==> src/rtl/mem_port_arbiter_if.sv <==
// Bus bundle between the core's fetch/data ports, the arbiter and a unified single-ported RAM.
// The master modport is the environment (core + RAM); the slave modport is the arbiter.
interface mem_port_arbiter_if #(
    parameter int unsigned ADDR_WIDTH = 32,
    parameter int unsigned DATA_WIDTH = 32,
    parameter int unsigned MASK_WIDTH = 8
);
    logic                  imem_read_in;
    logic [ADDR_WIDTH-1:0] imem_read_addr_in;
    logic [DATA_WIDTH-1:0] imem_read_data_out;
    logic                  imem_valid_out;
    logic                  imem_stall_out;

    logic                  dmem_write_in;
    logic [ADDR_WIDTH-1:0] dmem_write_addr_in;
    logic [DATA_WIDTH-1:0] dmem_write_data_in;
    logic [MASK_WIDTH-1:0] dmem_write_mask_in;
    logic                  dmem_read_in;
    logic [ADDR_WIDTH-1:0] dmem_read_addr_in;
    logic [DATA_WIDTH-1:0] dmem_read_data_out;
    logic                  dmem_valid_out;
    logic                  dmem_stall_out;

    logic                  mem_write_out;
    logic [ADDR_WIDTH-1:0] mem_write_addr_out;
    logic [DATA_WIDTH-1:0] mem_write_data_out;
    logic [MASK_WIDTH-1:0] mem_write_mask_out;
    logic                  mem_read_out;
    logic [ADDR_WIDTH-1:0] mem_read_addr_out;
    logic [DATA_WIDTH-1:0] mem_read_data_in;

    modport master (
        output imem_read_in, imem_read_addr_in,
        input  imem_read_data_out, imem_valid_out, imem_stall_out,
        output dmem_write_in, dmem_write_addr_in, dmem_write_data_in, dmem_write_mask_in,
        output dmem_read_in, dmem_read_addr_in,
        input  dmem_read_data_out, dmem_valid_out, dmem_stall_out,
        input  mem_write_out, mem_write_addr_out, mem_write_data_out, mem_write_mask_out,
        input  mem_read_out, mem_read_addr_out,
        output mem_read_data_in
    );

    modport slave (
        input  imem_read_in, imem_read_addr_in,
        output imem_read_data_out, imem_valid_out, imem_stall_out,
        input  dmem_write_in, dmem_write_addr_in, dmem_write_data_in, dmem_write_mask_in,
        input  dmem_read_in, dmem_read_addr_in,
        output dmem_read_data_out, dmem_valid_out, dmem_stall_out,
        output mem_write_out, mem_write_addr_out, mem_write_data_out, mem_write_mask_out,
        output mem_read_out, mem_read_addr_out,
        input  mem_read_data_in
    );
endinterface

==> src/rtl/mem_port_arbiter.sv <==
// Arbitrates one single-ported, 1-cycle-latency RAM between instruction fetch and data access.
// Store beats load beats fetch, except a fetch starved MAX_STARVE cycles is forced through.
module mem_port_arbiter #(
    parameter int unsigned MAX_STARVE = 4
) (
    input logic          clk,
    input logic          reset,
    mem_port_arbiter_if.slave bus
);
    localparam int unsigned STARVE_W = $clog2(MAX_STARVE + 1);
    localparam logic [STARVE_W-1:0] STARVE_MAX = STARVE_W'(MAX_STARVE);

    typedef enum logic [1:0] {OwnNone, OwnInstr, OwnData} owner_e;

    owner_e              owner_q, owner_d;
    logic [STARVE_W-1:0] starve_q, starve_d;
    logic                force_fetch;
    logic                grant_fetch, grant_store, grant_load;

    always_ff @(posedge clk) begin
        if (reset) begin
            owner_q  <= OwnNone;
            starve_q <= '0;
        end else begin
            owner_q  <= owner_d;
            starve_q <= starve_d;
        end
    end

    always_comb begin
        grant_fetch = 1'b0;
        grant_store = 1'b0;
        grant_load  = 1'b0;
        force_fetch = bus.imem_read_in && (starve_q == STARVE_MAX);
        if (!reset) begin
            if (force_fetch)            grant_fetch = 1'b1;
            else if (bus.dmem_write_in) grant_store = 1'b1;
            else if (bus.dmem_read_in)  grant_load  = 1'b1;
            else if (bus.imem_read_in)  grant_fetch = 1'b1;
        end
    end

    always_comb begin
        bus.mem_write_out      = grant_store;
        bus.mem_write_addr_out = grant_store ? bus.dmem_write_addr_in : '0;
        bus.mem_write_data_out = grant_store ? bus.dmem_write_data_in : '0;
        bus.mem_write_mask_out = grant_store ? bus.dmem_write_mask_in : '0;
        bus.mem_read_out       = grant_fetch || grant_load;
        bus.mem_read_addr_out  = '0;
        if (grant_load)       bus.mem_read_addr_out = bus.dmem_read_addr_in;
        else if (grant_fetch) bus.mem_read_addr_out = bus.imem_read_addr_in;

        // A data request is stalled unless every part of it (store and/or load) is served now.
        bus.imem_stall_out = !reset && bus.imem_read_in && !grant_fetch;
        bus.dmem_stall_out = !reset && ((bus.dmem_write_in && !grant_store) ||
                                        (bus.dmem_read_in && !grant_load));
    end

    always_comb begin
        owner_d = OwnNone;
        if (grant_fetch)     owner_d = OwnInstr;
        else if (grant_load) owner_d = OwnData;

        starve_d = starve_q;
        if (!bus.imem_read_in || grant_fetch) starve_d = '0;
        else if (starve_q != STARVE_MAX)      starve_d = starve_q + STARVE_W'(1);
    end

    // Returned data is dropped while reset is high so an in-flight read never reaches a port.
    always_comb begin
        bus.imem_valid_out     = !reset && (owner_q == OwnInstr);
        bus.dmem_valid_out     = !reset && (owner_q == OwnData);
        bus.imem_read_data_out = bus.imem_valid_out ? bus.mem_read_data_in : '0;
        bus.dmem_read_data_out = bus.dmem_valid_out ? bus.mem_read_data_in : '0;
    end
endmodule

==> src/flat_wrapper.sv <==
// flat-port wrapper written by rule: the top's interface ports become plain ports
module mem_port_arbiter_flat 
#(
    parameter int unsigned MAX_STARVE = 4
)
  (clk, reset, bus_imem_read_in, bus_imem_read_addr_in, bus_imem_read_data_out, bus_imem_valid_out, bus_imem_stall_out, bus_dmem_write_in, bus_dmem_write_addr_in, bus_dmem_write_data_in, bus_dmem_write_mask_in, bus_dmem_read_in, bus_dmem_read_addr_in, bus_dmem_read_data_out, bus_dmem_valid_out, bus_dmem_stall_out, bus_mem_write_out, bus_mem_write_addr_out, bus_mem_write_data_out, bus_mem_write_mask_out, bus_mem_read_out, bus_mem_read_addr_out, bus_mem_read_data_in);
  mem_port_arbiter_if bus_i ();
  input logic clk;
  input logic reset;
  input wire logic [$bits(bus_i.imem_read_in)-1:0] bus_imem_read_in;
  input wire logic [$bits(bus_i.imem_read_addr_in)-1:0] bus_imem_read_addr_in;
  output wire logic [$bits(bus_i.imem_read_data_out)-1:0] bus_imem_read_data_out;
  output wire logic [$bits(bus_i.imem_valid_out)-1:0] bus_imem_valid_out;
  output wire logic [$bits(bus_i.imem_stall_out)-1:0] bus_imem_stall_out;
  input wire logic [$bits(bus_i.dmem_write_in)-1:0] bus_dmem_write_in;
  input wire logic [$bits(bus_i.dmem_write_addr_in)-1:0] bus_dmem_write_addr_in;
  input wire logic [$bits(bus_i.dmem_write_data_in)-1:0] bus_dmem_write_data_in;
  input wire logic [$bits(bus_i.dmem_write_mask_in)-1:0] bus_dmem_write_mask_in;
  input wire logic [$bits(bus_i.dmem_read_in)-1:0] bus_dmem_read_in;
  input wire logic [$bits(bus_i.dmem_read_addr_in)-1:0] bus_dmem_read_addr_in;
  output wire logic [$bits(bus_i.dmem_read_data_out)-1:0] bus_dmem_read_data_out;
  output wire logic [$bits(bus_i.dmem_valid_out)-1:0] bus_dmem_valid_out;
  output wire logic [$bits(bus_i.dmem_stall_out)-1:0] bus_dmem_stall_out;
  output wire logic [$bits(bus_i.mem_write_out)-1:0] bus_mem_write_out;
  output wire logic [$bits(bus_i.mem_write_addr_out)-1:0] bus_mem_write_addr_out;
  output wire logic [$bits(bus_i.mem_write_data_out)-1:0] bus_mem_write_data_out;
  output wire logic [$bits(bus_i.mem_write_mask_out)-1:0] bus_mem_write_mask_out;
  output wire logic [$bits(bus_i.mem_read_out)-1:0] bus_mem_read_out;
  output wire logic [$bits(bus_i.mem_read_addr_out)-1:0] bus_mem_read_addr_out;
  input wire logic [$bits(bus_i.mem_read_data_in)-1:0] bus_mem_read_data_in;
  assign bus_i.imem_read_in = bus_imem_read_in;
  assign bus_i.imem_read_addr_in = bus_imem_read_addr_in;
  assign bus_imem_read_data_out = bus_i.imem_read_data_out;
  assign bus_imem_valid_out = bus_i.imem_valid_out;
  assign bus_imem_stall_out = bus_i.imem_stall_out;
  assign bus_i.dmem_write_in = bus_dmem_write_in;
  assign bus_i.dmem_write_addr_in = bus_dmem_write_addr_in;
  assign bus_i.dmem_write_data_in = bus_dmem_write_data_in;
  assign bus_i.dmem_write_mask_in = bus_dmem_write_mask_in;
  assign bus_i.dmem_read_in = bus_dmem_read_in;
  assign bus_i.dmem_read_addr_in = bus_dmem_read_addr_in;
  assign bus_dmem_read_data_out = bus_i.dmem_read_data_out;
  assign bus_dmem_valid_out = bus_i.dmem_valid_out;
  assign bus_dmem_stall_out = bus_i.dmem_stall_out;
  assign bus_mem_write_out = bus_i.mem_write_out;
  assign bus_mem_write_addr_out = bus_i.mem_write_addr_out;
  assign bus_mem_write_data_out = bus_i.mem_write_data_out;
  assign bus_mem_write_mask_out = bus_i.mem_write_mask_out;
  assign bus_mem_read_out = bus_i.mem_read_out;
  assign bus_mem_read_addr_out = bus_i.mem_read_addr_out;
  assign bus_i.mem_read_data_in = bus_mem_read_data_in;
  mem_port_arbiter #(.MAX_STARVE(MAX_STARVE)) u_core (.clk(clk), .reset(reset), .bus(bus_i));
endmodule
==> config.mk <==
export PLATFORM = sky130hd
export DESIGN_NAME = mem_port_arbiter_flat
export DESIGN_NICKNAME = d
export VERILOG_FILES = /design/src/rtl/mem_port_arbiter_if.sv /design/src/rtl/mem_port_arbiter.sv /design/src/flat_wrapper.sv
export SDC_FILE = /design/constraint.sdc
export NUM_CORES = 1
export LEC_CHECK = 0
export ABC_AREA = 1
export CAP_MARGIN = 30
export CORE_AREA = 2 2 133 135
export DETAILED_ROUTE_END_ITERATION = 8
export DIE_AREA = 0 0 135 137
export PLACE_DENSITY_LB_ADDON = 0.05
export SLEW_MARGIN = 25
export SYNTH_ARGS = -nofsm -noshare
export SYNTH_HDL_FRONTEND = slang
export SYNTH_SLANG_ARGS = --single-unit
==> constraint.sdc <==
create_clock -name clk -period 1.9 [get_ports clk]
set_clock_uncertainty 0.1 [all_clocks]
set_input_delay 0.475 -clock clk [delete_from_list [all_inputs] [get_ports clk]]
set_output_delay 0.475 -clock clk [all_outputs]
set_load 0.02 [all_outputs]
# Word-level counts from Yosys, hierarchy flattened
# Index checks and enable logic that the tools add are counted.
[op_classes]
mul = 0
div_mod_pow = 0
add_sub_neg = 1
mux = 21
reduce_logical = 18
bitwise = 0
n_lt_le_gt_ge = 0
shifts = 0
eq_ne = 4
[ops]
columns = ["operator", "n"]
rows = [
  ["2-to-1 mux 32 bit", 6],
  ["2-to-1 mux 1 bit", 13],
  ["logical AND 1 bit", 8],
  ["2-to-1 mux 8 bit", 1],
  ["zero test 1 bit", 5],
  ["OR reduction 2 bit", 2],
  ["adder 3 x 1 -> 3 bit (second input constant)", 1],
  ["equality test 3 bit (second input constant)", 1],
  ["logical OR 1 bit", 3],
  ["!= test 3 bit (second input constant)", 1],
  ["equality test 2 x 1 -> 1 bit (second input constant)", 1],
  ["equality test 2 bit (second input constant)", 1],
  ["2-to-1 mux 2 bit", 1],
]
[totals]
inputBits = 173
mem_bits_rw = 0
mem_count = 0
latch_bits = 0
reg_bits = 5
mem_bits_ro = 0

# Logic depth before layout (Yosys ltp)
[depth]
depth_word = 8
mapped_depth = 8

# Least setup slack after synthesis
# Ideal clock, no wire load.
[synth_path]
path_kind = "register -> output"
startpoint = "register u_core.starve_q[0]"
endpoint = "output bus_mem_write_addr_out[15]"
n_path_buf = 1
slack_ps = 13
t_arrival_ps = 1312
required_ps = 1325
path_stages_with_launch = 7
cell_sequence = "dfxtp_1 > inv_1 > ha_1 > nand3_2 > nand3_2 > buf_2 > nor2_1"
[synth_between]
elab_chain_cells = 5
[synth_rtl]
columns = ["element", "line", "rtl"]
rows = [
  ["start: declaration", "mem_port_arbiter.sv:16", "logic [STARVE_W-1:0] starve_q, starve_d;"],
  ["start signal: assignment", "mem_port_arbiter.sv:26", "starve_q <= starve_d;"],
  ["equality test 3 bit", "mem_port_arbiter.sv:34", "force_fetch = bus.imem_read_in && (starve_q == STARVE_MAX);"],
  ["logical AND 1 bit", "mem_port_arbiter.sv:34", ""],
  ["2-to-1 mux 1 bit", "mem_port_arbiter.sv:36", "if (force_fetch) grant_fetch = 1'b1;"],
  ["2-to-1 mux 1 bit", "mem_port_arbiter.sv:35", "if (!reset) begin"],
  ["2-to-1 mux 32 bit", "mem_port_arbiter.sv:45", "bus.mem_write_addr_out = grant_store ? bus.dmem_write_addr_in : '0;"],
  ["end: declaration", "flat_wrapper.sv:25", "output wire logic [$bits(bus_i.mem_write_addr_out)-1:0] bus_mem_write_addr_out;"],
]
# No other way between the ends.

# Worst setup path after layout
[layout_path]
startpoint = "register u_core.starve_q[0]"
endpoint = "output bus_mem_read_addr_out[10]"
[layout_between]
elab_chain_cells = 6
word_cells_on_any_way = 8
[layout_rtl]
columns = ["element", "line", "rtl"]
rows = [
  ["equality test 3 bit (*)", "mem_port_arbiter.sv:34", ""],
  ["logical AND 1 bit (*)", "mem_port_arbiter.sv:34", ""],
  ["2-to-1 mux 1 bit", "mem_port_arbiter.sv:36", ""],
  ["2-to-1 mux 1 bit", "mem_port_arbiter.sv:35", ""],
  ["2-to-1 mux 32 bit", "mem_port_arbiter.sv:51", "else if (grant_fetch) bus.mem_read_addr_out = bus.imem_read_addr_in;"],
  ["2-to-1 mux 32 bit (*)", "mem_port_arbiter.sv:50", "if (grant_load) bus.mem_read_addr_out = bus.dmem_read_addr_in;"],
  ["end: declaration", "flat_wrapper.sv:29", "output wire logic [$bits(bus_i.mem_read_addr_out)-1:0] bus_mem_read_addr_out;"],
]
# Mark *: on every way between the ends. The rest lies on a longest branch, timed or not.

==> impl_metrics.csv <==
group,metric,value,unit
worst_setup_path,path_buf_inv,4,
routing,firstDrtPassIters,4,
worst_setup_path,worstSetupPathType,"register to output port",
power_and_ir_drop,pwr-share-seq,6.9,%
worst_setup_path,critPathTopFamily,"buffers and inverters",
power_and_ir_drop,power,1.63,mW
clocking,cts_buffers,3,
synth,ys_types,18,
final_layout,syn2layout_area_growth,262,%
routing,routed_via_density,3.68,
sta,setup_viol,107,
clocking,cts_buffer_depth,2,
worst_setup_path,path_cells,"inv_2, ha_4, nand2_4, nor2_4, nor2_4, buf_6, buf_16, nand2_1, nand2_1, buf_6",
outcome,status,"finished, violations left",
routing,first_iter_violations,59,
power_and_ir_drop,comb_power_share,71.5,%
final_layout,drive_gt1_share,44.9,%
synth,syn_inst,407,
sta,period_minus_slack,2.16,ns
routing,wire_per_inst,13.8,µm
synth,avgSynthCellArea,4.33,µm²
final_layout,diodes,0,
grt,overflow,0,
worst_setup_path,cp-start-kind,"register",
clocking,cts_tree,"done",
grt,grt_pass1_wl,18.2,mm
synth,synth-seq-cells,5,
worst_setup_path,required,1.32,ns
sta,slew_headroom,83.4,%
clocking,clk_pin_slew,0.03,ns
power_and_ir_drop,p_leak,3.50,nW
final_layout,fillers,1857,
final_layout,multi_input_area,1670,µm²
sta,tightest_slew,0.249,ns
power_and_ir_drop,p_int,1.04,mW
power_and_ir_drop,power_density,255,nW/µm²
sta,finalHoldViolCount,0,
routing,ant_nets,0,
floorplan,start_util,10.3,%
sta,finalSetupTns,-20.64,ns
synth,syn_nets,582,
routing,routed_wl,13.8,mm
synth,synth.top_cell.area_share,30.4,%
synth,syn-cell-area,1760,µm²
floorplan,rows,48,
worst_setup_path,slowest_stage,"dfxtp_2",
sta,setup_slack,-0.258,ns
synth,synth_area_leaders,"nor2_1 (30%), inv_1 (25%), nand2_1 (15%)",
floorplan,die_h,137,µm
final_layout,final_cell_mix,"clkdlybuf4s50_1 (168), inv_1 (112), nor2_1 (92), buf_6 (78), buf_4 (74)",
grt,gr-usage-all-layers,12.4,%
placed_design,globalplace.congestion,0.742,
placed_design,placed_cell_area,5620,µm²
outcome,violations,"setup timing",
grt,grt_pass1_vias,3366,
worst_setup_path,crit_path_end_kind,"output port",
worst_setup_path,cpPeakStageDelay,0.32,ns
worst_setup_path,worst_ep_arrival_time,1.58,ns
synth,yosysSeqAreaShare,5.68,%
final_layout,final_common_cell,"clkdlybuf4s50_1",
clocking,clkLatencyLatePin,0.23,ns
final_layout,nets,954,
clocking,clock_sinks,5,
sta,maxSlewViolCount,0,
synth,yosys_warnings,0,
grt,antenna_found_initial,0,
floorplan,die-area,18500,µm²
floorplan,coreArea,17100,µm²
routing,num_vias,3695,
floorplan,die_x,135,µm
routing,drc,0,
floorplan,ios,347,
sta,fmax,463,MHz
sta,period_share,114,%
final_layout,area.sequential,103,µm²
worst_setup_path,worst-path-max-fanout,7,
grt,grt_max_degree,36,
power_and_ir_drop,clkPwrFrac,21.6,%
sta,rsz0062_at_grt,"yes",
run,maxCapViolCount,0,
hold_path,hold_class,"register to register",
clocking,clockRootBuffer,"clkbuf_16",
power_and_ir_drop,p_sw,0.591,mW
synth,synth_largest_area_cell,"nor2_1",
placed_design,dp_hpwl,10.4,mm
power_and_ir_drop,netSwitchingFraction,36.3,%
clocking,cts_max_level,1,
placed_design,pre_cts_ws,-0.983,ns
final_layout,finalInstanceArea,6390,µm²
power_and_ir_drop,worst_ir_drop_vdd,162,µV
placed_design,numPortBuffers,346,
==> state kept, by name (all words and copies together), names as in the netlist <==
| name | cells |
|---|---|
| u_core.owner_q | 2 |
| u_core.starve_q | 3 |
==> power groups by stage <==
stage,Combinational [mW],Clock [mW],Sequential [mW]
floorplan,0.333,0,0.112
global placement,0.986,0,0.112
detailed placement,0.987,0,0.112
CTS,1.04,0.355,0.112
global route,1.24,0.363,0.113
finish,1.16,0.352,0.112
==> worst min-delay path: stages, from the launching register on <==
cell and delay, ns:
dfxtp_2 0.31, inv_2 0.07, buf_4 0.11, xor2_1 0.05, nor2_1 0.08
==> worst paths after layout <==
| check | from | to | slack, ns | cells past startpoint |
|---|---|---|---|---|
| setup reg to reg | u_core.starve_q[0] | u_core.owner_q[0] | 0.55 | 8 |
| setup / recovery | u_core.starve_q[0] | bus_mem_read_addr_out[10] | -0.26 | 10 |
| hold reg to reg | u_core.starve_q[0] | u_core.starve_q[0] | 0.56 | 4 |
| hold / removal | u_core.starve_q[0] | u_core.starve_q[0] | 0.56 | 4 |
==> cells in the mapped netlist <==
| cell type | number |
|---|---|
| nor2_1 | 143 |
| inv_1 | 117 |
| nand2_1 | 70 |
| nand3_1 | 36 |
| buf_2 | 14 |
| buf_4 | 5 |
| dfxtp_1 | 5 |
| buf_1 | 2 |
| ha_1 | 2 |
| nand2_2 | 2 |
| nand3_2 | 2 |
| nor2_4 | 2 |
| xor2_1 | 2 |
| a21oi_1 | 1 |
| buf_6 | 1 |
| inv_2 | 1 |
| nor2_2 | 1 |
| o21ai_0 | 1 |
==> cells by family after synthesis <==
family	count (synthesis)	synth area share, %
AND/OR/NAND/NOR	256	59.0
buffers and inverters	140	32.3
flip-flops	5	5.68
AO/OA/AOI/OAI	2	0.567
XOR/XNOR	2	0.994
adder cells (fa/ha/maj)	2	1.42
==> through the flow <==
stage / hold WS (ns) / instances / util (%)
3_5_place_dp: 0.478 / 979 / 33.0
2_1_floorplan: 0.440 / 407 / -
4_1_cts: 0.488 / 993 / 33.3
6_report: 0.563 / 1003 / 37.5
3_3_place_gp: 0.472 / 979 / 33.0
5_1_grt: 0.617 / 1003 / 37.5
==> layout make-up <==
| type | instances | share of cell area, % |
|---|---|---|
| clock buffer | 4 | 1.23 |
| inverter | 118 | 7.01 |
| multi-input combinational | 262 | 26.2 |
| sequential | 5 | 1.61 |
| tap | 225 | 4.41 |
| timing repair buffer | 389 | 59.6 |
==> layer usage <==
metal / vias to the layer above / wire (µm) / GRT usage (%) / share of wire (%)
li1: 1875 / - / - / -
met1: 1658 / 4440 / 11.8 / 32
met2: 153 / 8250 / 26.6 / 60
met3: 9 / 992 / 2.70 / 7.2
met4: 0 / 148 / 2.84 / 1.1
met5: - / 0 / 0 / 0
==> what timing repair did <==
| item | CTS | global route |
|---|---|---|
| setup endpoints to repair | 174 | 135 |
| gates resized for setup | 928 | 172 |
| pin swaps | 37 | 13 |
| hold buffers | 0 | 0 |
| gates cloned | 4 | 7 |
| buffers inserted | 6 | 6 |
Note: power is estimated with default switching activity, not from simulation.
